[src/rtl/bank_patch_ctrl.sv]
// bank_patch_ctrl: breakpoint-triggered ROM-to-SRAM bank swap controller for the ZX81 core
module bank_patch_ctrl #(
  parameter int NUM_BP      = 4,
  parameter int ADDR_W      = 16,
  parameter int BANK_W      = 4,
  parameter int SYNC_STAGES = 2,
  localparam int IW         = NUM_BP > 1 ? $clog2(NUM_BP) : 1
) (
  input  logic              buffer_clk,
  input  logic              reset_n,
  input  logic [ADDR_W-1:0] cpu_addr,
  input  logic              cpu_mreq_n,
  input  logic              cpu_m1_n,
  input  logic              cfg_wr,
  input  logic [IW-1:0]     cfg_idx,
  input  logic [ADDR_W-1:0] cfg_addr,
  input  logic [BANK_W-1:0] cfg_bank,
  input  logic [1:0]        cfg_mode,
  input  logic [NUM_BP-1:0] arm,
  input  logic              abort,
  output logic              bank_e,
  output logic [BANK_W-1:0] bank_sel,
  output logic [IW-1:0]     active_ch,
  output logic              hit,
  output logic              cfg_err,
  output logic              busy
);
  localparam int SW = ADDR_W + 2;
  localparam logic [2:0] S_IDLE = 3'd0, S_ARMED = 3'd1, S_HIT = 3'd2, S_SWAP = 3'd3, S_LEAVE = 3'd4, S_DISARM = 3'd5;
  localparam logic [1:0] M_REPEAT = 2'd1, M_HOLD = 2'd2;
  logic [SW-1:0]     sync_q [SYNC_STAGES];
  logic [ADDR_W-1:0] s_addr;
  logic              s_mreq_n, s_m1_n, fetch;
  logic [ADDR_W-1:0] bp_addr [NUM_BP];
  logic [BANK_W-1:0] bp_bank [NUM_BP];
  logic [1:0]        bp_mode [NUM_BP];
  logic [2:0]        state;
  logic              aborting, reject, match_any, repeat_m, hold_m, ch_arm, others_armed, ret_fetch;
  logic [IW-1:0]     match_idx;
  // address and strobes cross together so a fetch is never seen with a stale address
  always_ff @(posedge buffer_clk)
    if (!reset_n)
      for (int k = 0; k < SYNC_STAGES; k++) sync_q[k] <= {{ADDR_W{1'b0}}, 2'b11};
    else begin
      sync_q[0] <= {cpu_addr, cpu_mreq_n, cpu_m1_n};
      for (int k = 1; k < SYNC_STAGES; k++) sync_q[k] <= sync_q[k-1];
    end
  assign {s_addr, s_mreq_n, s_m1_n} = sync_q[SYNC_STAGES-1];
  assign fetch = !s_mreq_n && !s_m1_n;
  assign busy = !(state == S_IDLE || state == S_ARMED);
  assign reject = busy && cfg_idx == active_ch;
  always_ff @(posedge buffer_clk)
    if (!reset_n) begin
      cfg_err <= 1'b0;
      for (int k = 0; k < NUM_BP; k++) begin
        bp_addr[k] <= '0;
        bp_bank[k] <= '0;
        bp_mode[k] <= '0;
      end
    end else begin
      cfg_err <= cfg_wr && reject;
      if (cfg_wr && !reject && int'(cfg_idx) < NUM_BP) begin
        bp_addr[cfg_idx] <= cfg_addr;
        bp_bank[cfg_idx] <= cfg_bank;
        bp_mode[cfg_idx] <= cfg_mode;
      end
    end
  always_comb begin
    match_any = 1'b0;
    match_idx = '0;
    for (int i = NUM_BP - 1; i >= 0; i--)
      if (fetch && arm[i] && s_addr == bp_addr[i]) begin
        match_any = 1'b1;
        match_idx = IW'(i);
      end
  end
  assign repeat_m     = bp_mode[active_ch] == M_REPEAT;
  assign hold_m       = bp_mode[active_ch] == M_HOLD;
  assign ch_arm       = arm[active_ch];
  assign others_armed = |(arm & ~(NUM_BP'(1) << active_ch));
  assign ret_fetch    = fetch && s_addr == bp_addr[active_ch];
  always_ff @(posedge buffer_clk)
    if (!reset_n) begin
      state     <= S_IDLE;
      bank_e    <= 1'b0;
      bank_sel  <= '0;
      active_ch <= '0;
      hit       <= 1'b0;
      aborting  <= 1'b0;
    end else begin
      hit <= 1'b0;
      case (state)
        S_IDLE: if (|arm) state <= S_ARMED;
        S_ARMED:
          if (abort || !(|arm)) state <= S_IDLE;
          else if (match_any) begin
            state     <= S_HIT;
            active_ch <= match_idx;
            hit       <= 1'b1;
          end
        S_HIT:
          if (abort) begin
            state    <= S_LEAVE;
            aborting <= 1'b1;
          end else if (s_mreq_n) begin
            bank_e   <= 1'b1;
            bank_sel <= bp_bank[active_ch];
            state    <= S_SWAP;
          end
        S_SWAP:
          if (abort) begin
            state    <= S_LEAVE;
            aborting <= 1'b1;
          end else if (hold_m ? !ch_arm : ret_fetch) state <= S_LEAVE;
        S_LEAVE:
          if (s_mreq_n) begin
            bank_e   <= 1'b0;
            bank_sel <= '0;
            aborting <= 1'b0;
            state    <= (aborting || abort) ? S_IDLE : repeat_m ? S_ARMED : S_DISARM;
          end else if (abort) aborting <= 1'b1;
        S_DISARM:
          if (abort) state <= S_IDLE;
          else if (!ch_arm) state <= others_armed ? S_ARMED : S_IDLE;
        default: state <= S_IDLE;
      endcase
    end
endmodule

[config.mk]
export PLATFORM = sky130hd
export DESIGN_NAME = bank_patch_ctrl
export DESIGN_NICKNAME = d
export VERILOG_FILES = /design/src/rtl/bank_patch_ctrl.sv
export SDC_FILE = /design/constraint.sdc
export NUM_CORES = 1
export LEC_CHECK = 0
export CAP_MARGIN = 5
export CORE_ASPECT_RATIO = 0.9
export CORE_MARGIN = 5
export CORE_UTILIZATION = 58
export CTS_BUF_LIST = sky130_fd_sc_hd__clkbuf_16
export DETAILED_ROUTE_END_ITERATION = 8
export HOLD_SLACK_MARGIN = 0.02
export PLACE_DENSITY = 0.8
export SLEW_MARGIN = 20
export SYNTH_ARGS = -nofsm -noshare
export SYNTH_HDL_FRONTEND = slang
export SYNTH_SLANG_ARGS = --single-unit
export TNS_END_PERCENT = 30
[constraint.sdc]
create_clock -name buffer_clk -period 5.05 [get_ports buffer_clk]
set_input_delay 1.2625 -clock buffer_clk [delete_from_list [all_inputs] [get_ports buffer_clk]]
set_output_delay 1.2625 -clock buffer_clk [all_outputs]
set_load 0.05 [all_outputs]
-- Yosys cells after proc, flatten, opt, wreduce, memory -nomap -nowiden
Memories as Yosys holds them, arrays and structs flattened. A register that Yosys moved wholly into a read port is not among the register bits.
Index checks and enable logic that the tools add are counted.
- bits in registers: 13
- memory bits (writable): 124
- bits of input ports: 50
- output and inout bits: 10
- logic and storage cells: 135
- memories kept: 4
- $lt $le $gt $ge: 1
- eq/ne operators: 21
- shifts and indexed selects: 1
- multiplexer cells: 59
- bitwise gates (word level): 7
- reduce and logical (&&, ||, !) cells: 35
- memories (memory ; depth ; bits a word ; rd ports ; clocked after memory_dff ; write ports ; line ; source):
    bp_addr ; 4 ; 16 ; 5 ; 1 ; 4 ; 34 ; logic [ADDR_W-1:0] bp_addr [NUM_BP];
    sync_q ; 2 ; 18 ; 2 ; 0 ; 2 ; 31 ; logic [SW-1:0] sync_q [SYNC_STAGES];
    bp_bank ; 4 ; 4 ; 1 ; 1 ; 4 ; 35 ; logic [BANK_W-1:0] bp_bank [NUM_BP];
    bp_mode ; 4 ; 2 ; 1 ; 1 ; 4 ; 36 ; logic [1:0] bp_mode [NUM_BP];
- operators with widths (cell ; number):
    equality test 16 bit ; 5
    2-to-1 mux 18 bit ; 2
    2-to-1 mux 3 bit ; 12
    2-to-1 mux 2 bit ; 14
    2-to-1 mux 1 bit ; 21
    case mux 3 bit (6 select lines) ; 1
    2-to-1 mux 16 bit ; 1
    2-to-1 mux 4 bit ; 4
    OR reduction 16 bit ; 1
    logical AND 1 bit ; 13
    OR reduction 4 bit ; 3
    inequality test 3 bit, second input constant ; 3
    case mux 4 bit (2 select lines) ; 1
    equality test 3 x 2 -> 1 bit, second input constant ; 2
    equality test 3 bit, second input constant ; 2
    logical NOT 1 bit ; 6
    inequality test 2 bit, second input constant ; 3
    AND reduction 6 bit ; 1
    AND 4 bit ; 1
    NOT 4 bit ; 1
    case mux 1 bit (2 select lines) ; 2
    AND reduction 4 bit ; 1
    nonzero test 2 bit ; 2
    OR reduction 2 bit ; 2
    15 further kinds ; 20

-- Longest topological paths before layout
Gate-level depths: netlist of run 1.
- depth after elaboration: 11
- mapped depth: 9
- mapped depth without buffers: 7

-- Worst setup path before layout of run 1
No wires, ideal clock.
- kind: input port to flip-flop
- from: input cfg_idx[1]
- to: memory bp_addr[3][0] (enable)
- setup time: 0.432 ns
- data arrival time: 3.162 ns
- setup slack: 1.456 ns
- stages on the path: 3
- path through: xor2_1 > nor3_1 > o21ai_0
- RTL lines (element ; line ; source):
    start: declaration ; 15 ; input logic [IW-1:0] cfg_idx,
    end: declaration ; 34 ;

==> results of run 1 <==
[critical path: cells and delay by family]
| family | cells | cell delay [ns] |
|---|---|---|
| xor gates and xnor gates | 1 | 0.21 |
| buffers and inverters | 2 | 0.80 |
| and+or+nand+nor | 3 | 1.31 |
[sequential cells by signal (all words and copies together), names as in the netlist, named ones only]
register and count:
active_ch 2, bp_addr 64, hit 1, bank_sel 4, bp_mode 8, bp_bank 16
state 3, bank_e 1, cfg_err 1, aborting 1, sync_q 36
[kinds of logic after synthesis]
| logic type | share of synthesized area |
|---|---|
| multiplexers | 0.08017 |
| flip-flops | 0.5510 |
| buffers and inverters | 0.02936 |
| XOR/XNOR | 0.1041 |
| AND/OR/NAND/NOR | 0.1968 |
| AO/OA/AOI/OAI | 0.03858 |
[report_power, final]
part           switching [mW]  internal [mW]
clock                   0.464          0.678
sequential             0.0440           1.27
combinational           0.144          0.120
total                   0.652           2.07
[metrics by stage]
step	instances	hold slack, ns	power [mW]	instance area [µm²]	utilization
final	777	0.4241	2.721	7914	0.6977
after global routing	777	0.4358	2.815	7914	0.6977
after CTS	777	0.4253	2.734	7906	0.6971
after detailed placement	745	0.4129	1.596	7356	0.6485
after global placement	745	0.4000	1.586	7356	0.6485
after floorplan	559	0.3863	1.484	6649	-
[placed cells by master, fill, tap and decap left out, drive strengths merged, types with 10 or more instances in the layout]
cell type        n
clkbuf          19
nand2b          10
mux4            16
inv             17
nand3           13
clkdlybuf4s50   59
nor3            10
xor2            31
nand2           16
mux2i           15
nor2            26
nor4            10
xnor2           48
edfxtp          88
dfxtp           51
and2           121
[final cells by class]
class,instances,area [µm²]
flip-flops and latches,139,3664
clock buffers,19,475.5
fillers,795,3428
repair buffers,67,650.6
well taps,156,195.2
multi-input cells,374,2820
inverters,9,33.78
clock inverters,13,75.07
[routing by layer]
layer	vias to the layer above	share of wire	wire length [µm]	global-route usage
li1	2051	-	-	-
met1	2141	0.42	6377	0.3060
met2	203	0.48	7237	0.3774
met3	43	0.072	1090	0.06602
met4	0	0.028	430	0.08955
met5	-	0	0	0
[Yosys cell counts, types with 13 or more instances]
library cell and number:
dfxtp_1 51, mux4_2 13, nand2_1 16, edfxtp_1 88, xor2_1 31, mux2i_1 15, and2_1 121, nor2_1 25
nand3_1 13, clkbuf_1 29, xnor2_1 48
[worst max-delay path by stage]
stage	to	depth (start not counted)	start	slack (ns)
after floorplan	bp_addr[3][0]$_DFFE_PP_	3	cfg_idx[1]	1.46
after global placement	bp_addr[1][0]$_SDFFCE_PN0P_	6	cfg_idx[0]	0.89
after detailed placement	bp_addr[2][4]$_SDFFCE_PN0P_	6	cfg_idx[0]	0.74
after CTS	bp_addr[2][5]$_SDFFCE_PN0P_	6	cfg_idx[0]	1.15
after global routing	bp_addr[1][0]$_SDFFCE_PN0P_	6	cfg_idx[0]	1.33
final	bp_addr[1][0]$_SDFFCE_PN0P_	6	cfg_idx[0]	1.47
==> summary.txt, run 1 <==
Yosys
  – Cell taking the most area after synthesis: edfxtp_1
  – Synth top area share: 0.3974
  – Ys flop type: edfxtp_1
  – Post-synthesis async set-or-reset flop share: 0
  – Syn_nets: 609
  – Synth cell types: between 40 and 50
  – Post-synth EDFFs: between 80 and 90
  – Main area contributors after synthesis: edfxtp_1 (40%), dfxtp_1 (15%), and2_1 (11%)
  – Mapped Cells: 559
  – Syn Area/Cell: roughly 12 µm²
  – Register area share after synthesis: 0.5510
  – Mapped cell area: about 6600 µm²
  – #FFs+latches synth: 139
  – Yosys warns: 0

GRT
  – Initial antenna violation count: 0
  – Tot GR Track Use: 0.2360
  – GRT overflow: 0
  – Global-route wire length before repair: between 20 and 25 mm
  – Largest net degree at the start of global routing: between 40 and 50
  – Vias in the first global route: approximately 4600

Die
  – Die X: about 120 µm
  – Die area: roughly 14000 µm²
  – Boundary Pins: 60
  – Core Rows: 37
  – Core area: approximately 11000 µm²
  – Initial Util: 0.5862
  – Die height: between 100 and 150 µm

Clocking
  – Worst skew pair latency: about 0.42 ns
  – CTS tree: done
  – CTS clk-pin slew, worst paths: about 0.05 ns
  – Clk root buf: clkbuf_16
  – Clock tree buffer depth: 2
  – H-Tree Depth: 4
  – Clock Sinks: roughly 140
  – # hold bufs at CTS: 0
  – Setup bufs post-CTS: 0
  – Post-CTS Resized: 0
  – Number of buffers created by CTS: 17

Status
  – Status: finished clean

Power and ir drop
  – Pwr/cell area: roughly 340 nW/µm²
  – Max IR drop VDD: 0.2498 mV
  – Leak: slightly below 3 nW

STA
  – Clk_skew: ~0.0057 ns
  – Worst slew margin: 0.4674
  – Period minus WS final: 3.580 ns
  – Tcrit/Tclk final: 0.7089
  – Final Hold Vio Count: 0
  – Fmax: roughly 280 MHz
  – Unrepaired setup endpoints after global routing: false
  – Pin slew with the least headroom to its limit: just under 0.8 ns
  – Final Setup Violations: 0
  – Final max-slew violation count: 0
  – Final worst slack: ~1.5 ns
  – Setup TNS: 0 ns

Critical path
  – Biggest cell delay along the critical path: about 0.67 ns
  – Worst path slowest cell: nor3_1
  – CP startpoint kind: primary input
  – Crit-path max FO: 23
  – Cells along the critical path: clkdlybuf4s50_1 > xor2_1 > nor3_1 > nor4b_2 > buf_4 > nand2b_2
  – Worst EP arrival: ~3.6 ns
  – Capturing point of the worst reg2reg path: state[0]$_SDFFE_PN0P_
  – CP Capture Type: flip-flop
  – Critical path data required time: approximately 5.1 ns
  – R2R setup slack: roughly 1.7 ns
  – FF-to-FF path depth: 8
  – WS Path Type: primary input to flip-flop

Hold path
  – WHS Path Cells: 1
  – Hold Path Origin: sync_q[0][0]$_SDFF_PN1_
  – Worst hold path endpoint: sync_q[0][18]$_SDFF_PN1_
  – Type of the worst min-delay path: flip-flop to flip-flop

Detailed routing
  – Routed wire per std cell: 19.48 µm
  – Drt via density: approximately 5.7
  – Initial DRC count: 438
  – Pre-antenna DRT Iters: 5
  – DRC viols: 0
  – Routed WL: approximately 15 mm
  – Via count: around 4400
  – Antenna-violating nets left: 0

Finish
  – Area growth syn-to-layout: 19.03%
  – Layout cells sized above 1: 0.09823
  – Total inserted antenna cells: 0
  – Layout Nets: between 600 and 700

Placed design
  – Placement Setup Slack: around 0.74 ns
  – Port buffer count: a little under 60
  – Post-DP HPWL: 10.36 mm
  – RePlAce Congestion: ~0.9

Job
  – Maximum capacitance violations: 0
Power figures use the tool's default switching activity.
==> run 2, diff against run 1 <==
==> constraint.sdc (replaced) <==
create_clock -name buffer_clk -period 3.3 [get_ports buffer_clk]
set_input_delay 0.825 -clock buffer_clk [delete_from_list [all_inputs] [get_ports buffer_clk]]
set_output_delay 0.825 -clock buffer_clk [all_outputs]
set_load 0.05 [all_outputs]
==> run 2 against run 1 <==
Sequential power increased by 53%. Largest power group unchanged. Worst hold slack got worse by 0.016 ns. Global-route usage decreased by 0.087 points. Design area increased by 0.58%. Register-to-register slack got worse by 1.3 ns. Via count decreased by 1.2%. Final cell count increased by 1.3%. Power increased by 50%. Critical path type is now flip-flop to flip-flop.
==> summary.txt, run 2 (synthesis results as in run 1) <==
Status
  – Status: finished clean

Critical path
  – Worst path slowest cell: dfxtp_1
  – CP bufs+invs: 2 (unchanged)
  – Cells along the critical path: buf_4 > mux4_2 > xor2_1 > nor4_2 > nand4_1 > nor4_2 > buf_4 > nor4_1 > o31a_1
  – FF-to-FF path depth: 9 (+1)
  – CP Capture Point: state[0]$_SDFFE_PN0P_
  – CP Capture Type: flip-flop
  – Capturing point of the worst reg2reg path: state[0]$_SDFFE_PN0P_
  – Family with the most delay on the worst path: simple AND/OR/NAND/NOR gates
  – Worst EP arrival: 3.21 ns (-0.40 ns)
  – Crit-path max FO: 9 (-61%)
  – Number of cells on the critical path: 9 (+3)
  – Critical path data required time: 3.61 ns (-1.47 ns)
  – R2R setup slack: 0.40 ns (-1.29 ns)
  – WS Path Type: flip-flop to flip-flop
  – Biggest cell delay along the critical path: 0.64 ns (-0.03 ns)
  – CP startpoint kind: flip-flop

Power and ir drop
  – Max IR drop VDD: 0.3717 mV (+49%)
  – Cell internal pwr: 3.111 mW (+50%)
  – Sequential share of power: 0.492 (+0.009)
  – Pwr/cell area: 512.9 nW/µm² (+49%)
  – Logic pwr share: 0.100 (+0.003)
  – Clock Power Share: 0.407 (-0.013)
  – Sw Pwr: 0.9718 mW (+49%)
  – Leak: 2.934 nW (+1.6%)
  – Switching share of power: 0.2380 (-0.001449)

Finish
  – Layout Nets: 668 (+1.5%)
  – Max reg flops: 64 (unchanged)
  – Commonest non-fill, non-tap cell in the layout: and2_1
  – Top reg by flops: bp_addr
  – Largest regs: bp_addr (64), sync_q (36), bp_bank (16)
  – Area growth syn-to-layout: 19.72%
  – Layout cells sized above 1: 0.1030 (+0.004782)
  – Most frequent cells in the layout: and2_1 (121), edfxtp_1 (88), clkdlybuf4s50_1 (59)
  – Post-route cell area: 7960 µm² (+0.58%)
  – Total inserted antenna cells: 0 (unchanged)

Clocking
  – Clock tree buffer depth: 2 (unchanged)
  – CTS clk-pin slew, worst paths: 0.06 ns (about the same)
  – Clk root buf: clkbuf_16
  – H-Tree Depth: 4 (unchanged)
  – Number of buffers created by CTS: 17 (unchanged)
  – Setup bufs post-CTS: 0 (unchanged)
  – Post-CTS Resized: 0 (unchanged)
  – Clock Sinks: 139 (unchanged)
  – Worst skew pair latency: 0.42 ns (about the same)
  – # hold bufs at CTS: 0 (unchanged)
  – CTS tree: done

STA
  – Final Setup Violations: 0 (unchanged)
  – Worst slew margin: 0.5506 (+0.08318)
  – Period minus WS final: about 2.9 ns
  – Clk_skew: 0.008521 ns (+0.002774 ns)
  – Unrepaired setup endpoints after global routing: false
  – Tcrit/Tclk final: 0.8780
  – Final Hold Vio Count: 0 (unchanged)
  – Final max-slew violation count: 0 (unchanged)
  – Fmax: between 300 and 400 MHz
  – Pin slew with the least headroom to its limit: 0.6711 ns (-0.1216 ns)
  – Setup TNS: 0 ns (unchanged)

Placed design
  – RePlAce Congestion: 0.9688 (+7.1%)
  – Post-DP HPWL: 10.62 mm (+2.5%)
  – Area post-placement: 7443 µm² (+1.2%)
  – Port buffer count: 59 (unchanged)

GRT
  – Initial antenna violation count: 0 (unchanged)
  – GRT overflow: 0 (unchanged)
  – Global-route wire length before repair: 23.83 mm (-1.4%)
  – Vias in the first global route: 4379 (-4.5%)
  – Tot GR Track Use: 0.2352 (-0.0008740)
  – Largest net degree at the start of global routing: 47 (unchanged)

Detailed routing
  – Routed wire per std cell: 19.28 µm (-1.0%)
  – DRC viols: 0 (unchanged)
  – Routed WL: 15.18 mm (+0.28%)
  – Antenna-violating nets left: 0 (unchanged)
  – Drt via density: 5.571 (-2.5%)
  – Via count: 4384 (-1.2%)
  – Initial DRC count: 479 (+9.4%)
  – Pre-antenna DRT Iters: 7 (+2)

Die
  – Die height: 111.6 µm (unchanged)
  – Boundary Pins: 60 (unchanged)
  – Core area: 11340 µm² (unchanged)
  – Initial Util: 0.5862 (unchanged)
  – Core Rows: 37 (unchanged)
  – Die area: 13710 µm² (unchanged)
  – Die X: 122.9 µm (unchanged)

Hold path
  – WHS Path Cells: 1 (unchanged)
  – Type of the worst min-delay path: flip-flop to flip-flop

Job
  – Maximum capacitance violations: 0 (unchanged)
-- run 2: cell count changes in the layout (fill, tap and decap cells not counted), sizes merged --
cell,change
buf,+10
clkbuf,-1
clkinv,+2
inv,-1
-- run 2: how the worst min path moves through the flow --
stage / from / slack, ns / end
final: sync_q[0][0]$_SDFF_PN1_ / 0.41 / sync_q[0][18]$_SDFF_PN1_
after global routing: sync_q[0][0]$_SDFF_PN1_ / 0.44 / sync_q[0][18]$_SDFF_PN1_
after CTS: sync_q[0][0]$_SDFF_PN1_ / 0.41 / sync_q[0][18]$_SDFF_PN1_
after detailed placement: sync_q[0][0]$_SDFF_PN1_ / 0.40 / sync_q[0][18]$_SDFF_PN1_
after global placement: sync_q[0][1]$_SDFF_PN1_ / 0.40 / sync_q[0][19]$_SDFF_PN1_
after floorplan: sync_q[0][0]$_SDFF_PN1_ / 0.39 / sync_q[0][18]$_SDFF_PN1_
-- run 2: final cells by class --
cell class	instances	area [µm²]
Fill cell	791	3382
Sequential cell	139	3664
Inverter	9	33.78
Timing Repair Buffer	77	738.2
Clock buffer	18	450.4
Multi-Input combinational cell	374	2813
Clock inverter	14	66.31
Tap cell	156	195.2
-- run 2: metrics by stage --
| step | cells | setup WS (ns) | hold slack [ns] | total power, mW | utilization |
|---|---|---|---|---|---|
| after floorplan | 559 | 0.04996 | 0.3863 | 2.270 | - |
| after global placement | 755 | 0.3125 | 0.3991 | 2.441 | 0.6563 |
| after detailed placement | 755 | 0.2150 | 0.3952 | 2.452 | 0.6563 |
| after CTS | 787 | 0.3956 | 0.4095 | 4.096 | 0.7018 |
| after global routing | 787 | 0.2908 | 0.4406 | 4.227 | 0.7018 |
| final | 787 | 0.4025 | 0.4084 | 4.083 | 0.7018 |
-- run 2: per-layer routing --
layer,track usage,share of wire
met5,0,0
met4,0.08881,0.024
met3,0.05942,0.066
met2,0.3745,0.49
met1,0.3104,0.42
-- run 2: power groups by stage --
stage / clock network (mW) / registers (mW) / logic [mW]
CTS: 1.68 / 2.01 / 0.409
floorplan: 0 / 2.02 / 0.249
detailed placement: 0 / 2.05 / 0.406
global placement: 0 / 2.04 / 0.400
global route: 1.76 / 2.02 / 0.442
finish: 1.66 / 2.01 / 0.410
==> run 3, diff against run 2 <==
--- a/config.mk
+++ b/config.mk
@@ -11,7 +11,6 @@
 export CORE_UTILIZATION = 58
 export CTS_BUF_LIST = sky130_fd_sc_hd__clkbuf_16
 export DETAILED_ROUTE_END_ITERATION = 8
-export HOLD_SLACK_MARGIN = 0.02
 export PLACE_DENSITY = 0.8
 export SLEW_MARGIN = 20
 export SYNTH_ARGS = -nofsm -noshare
==> results of run 3 <==
The final DEF is identical to that of run 2; final timing and power are the same.
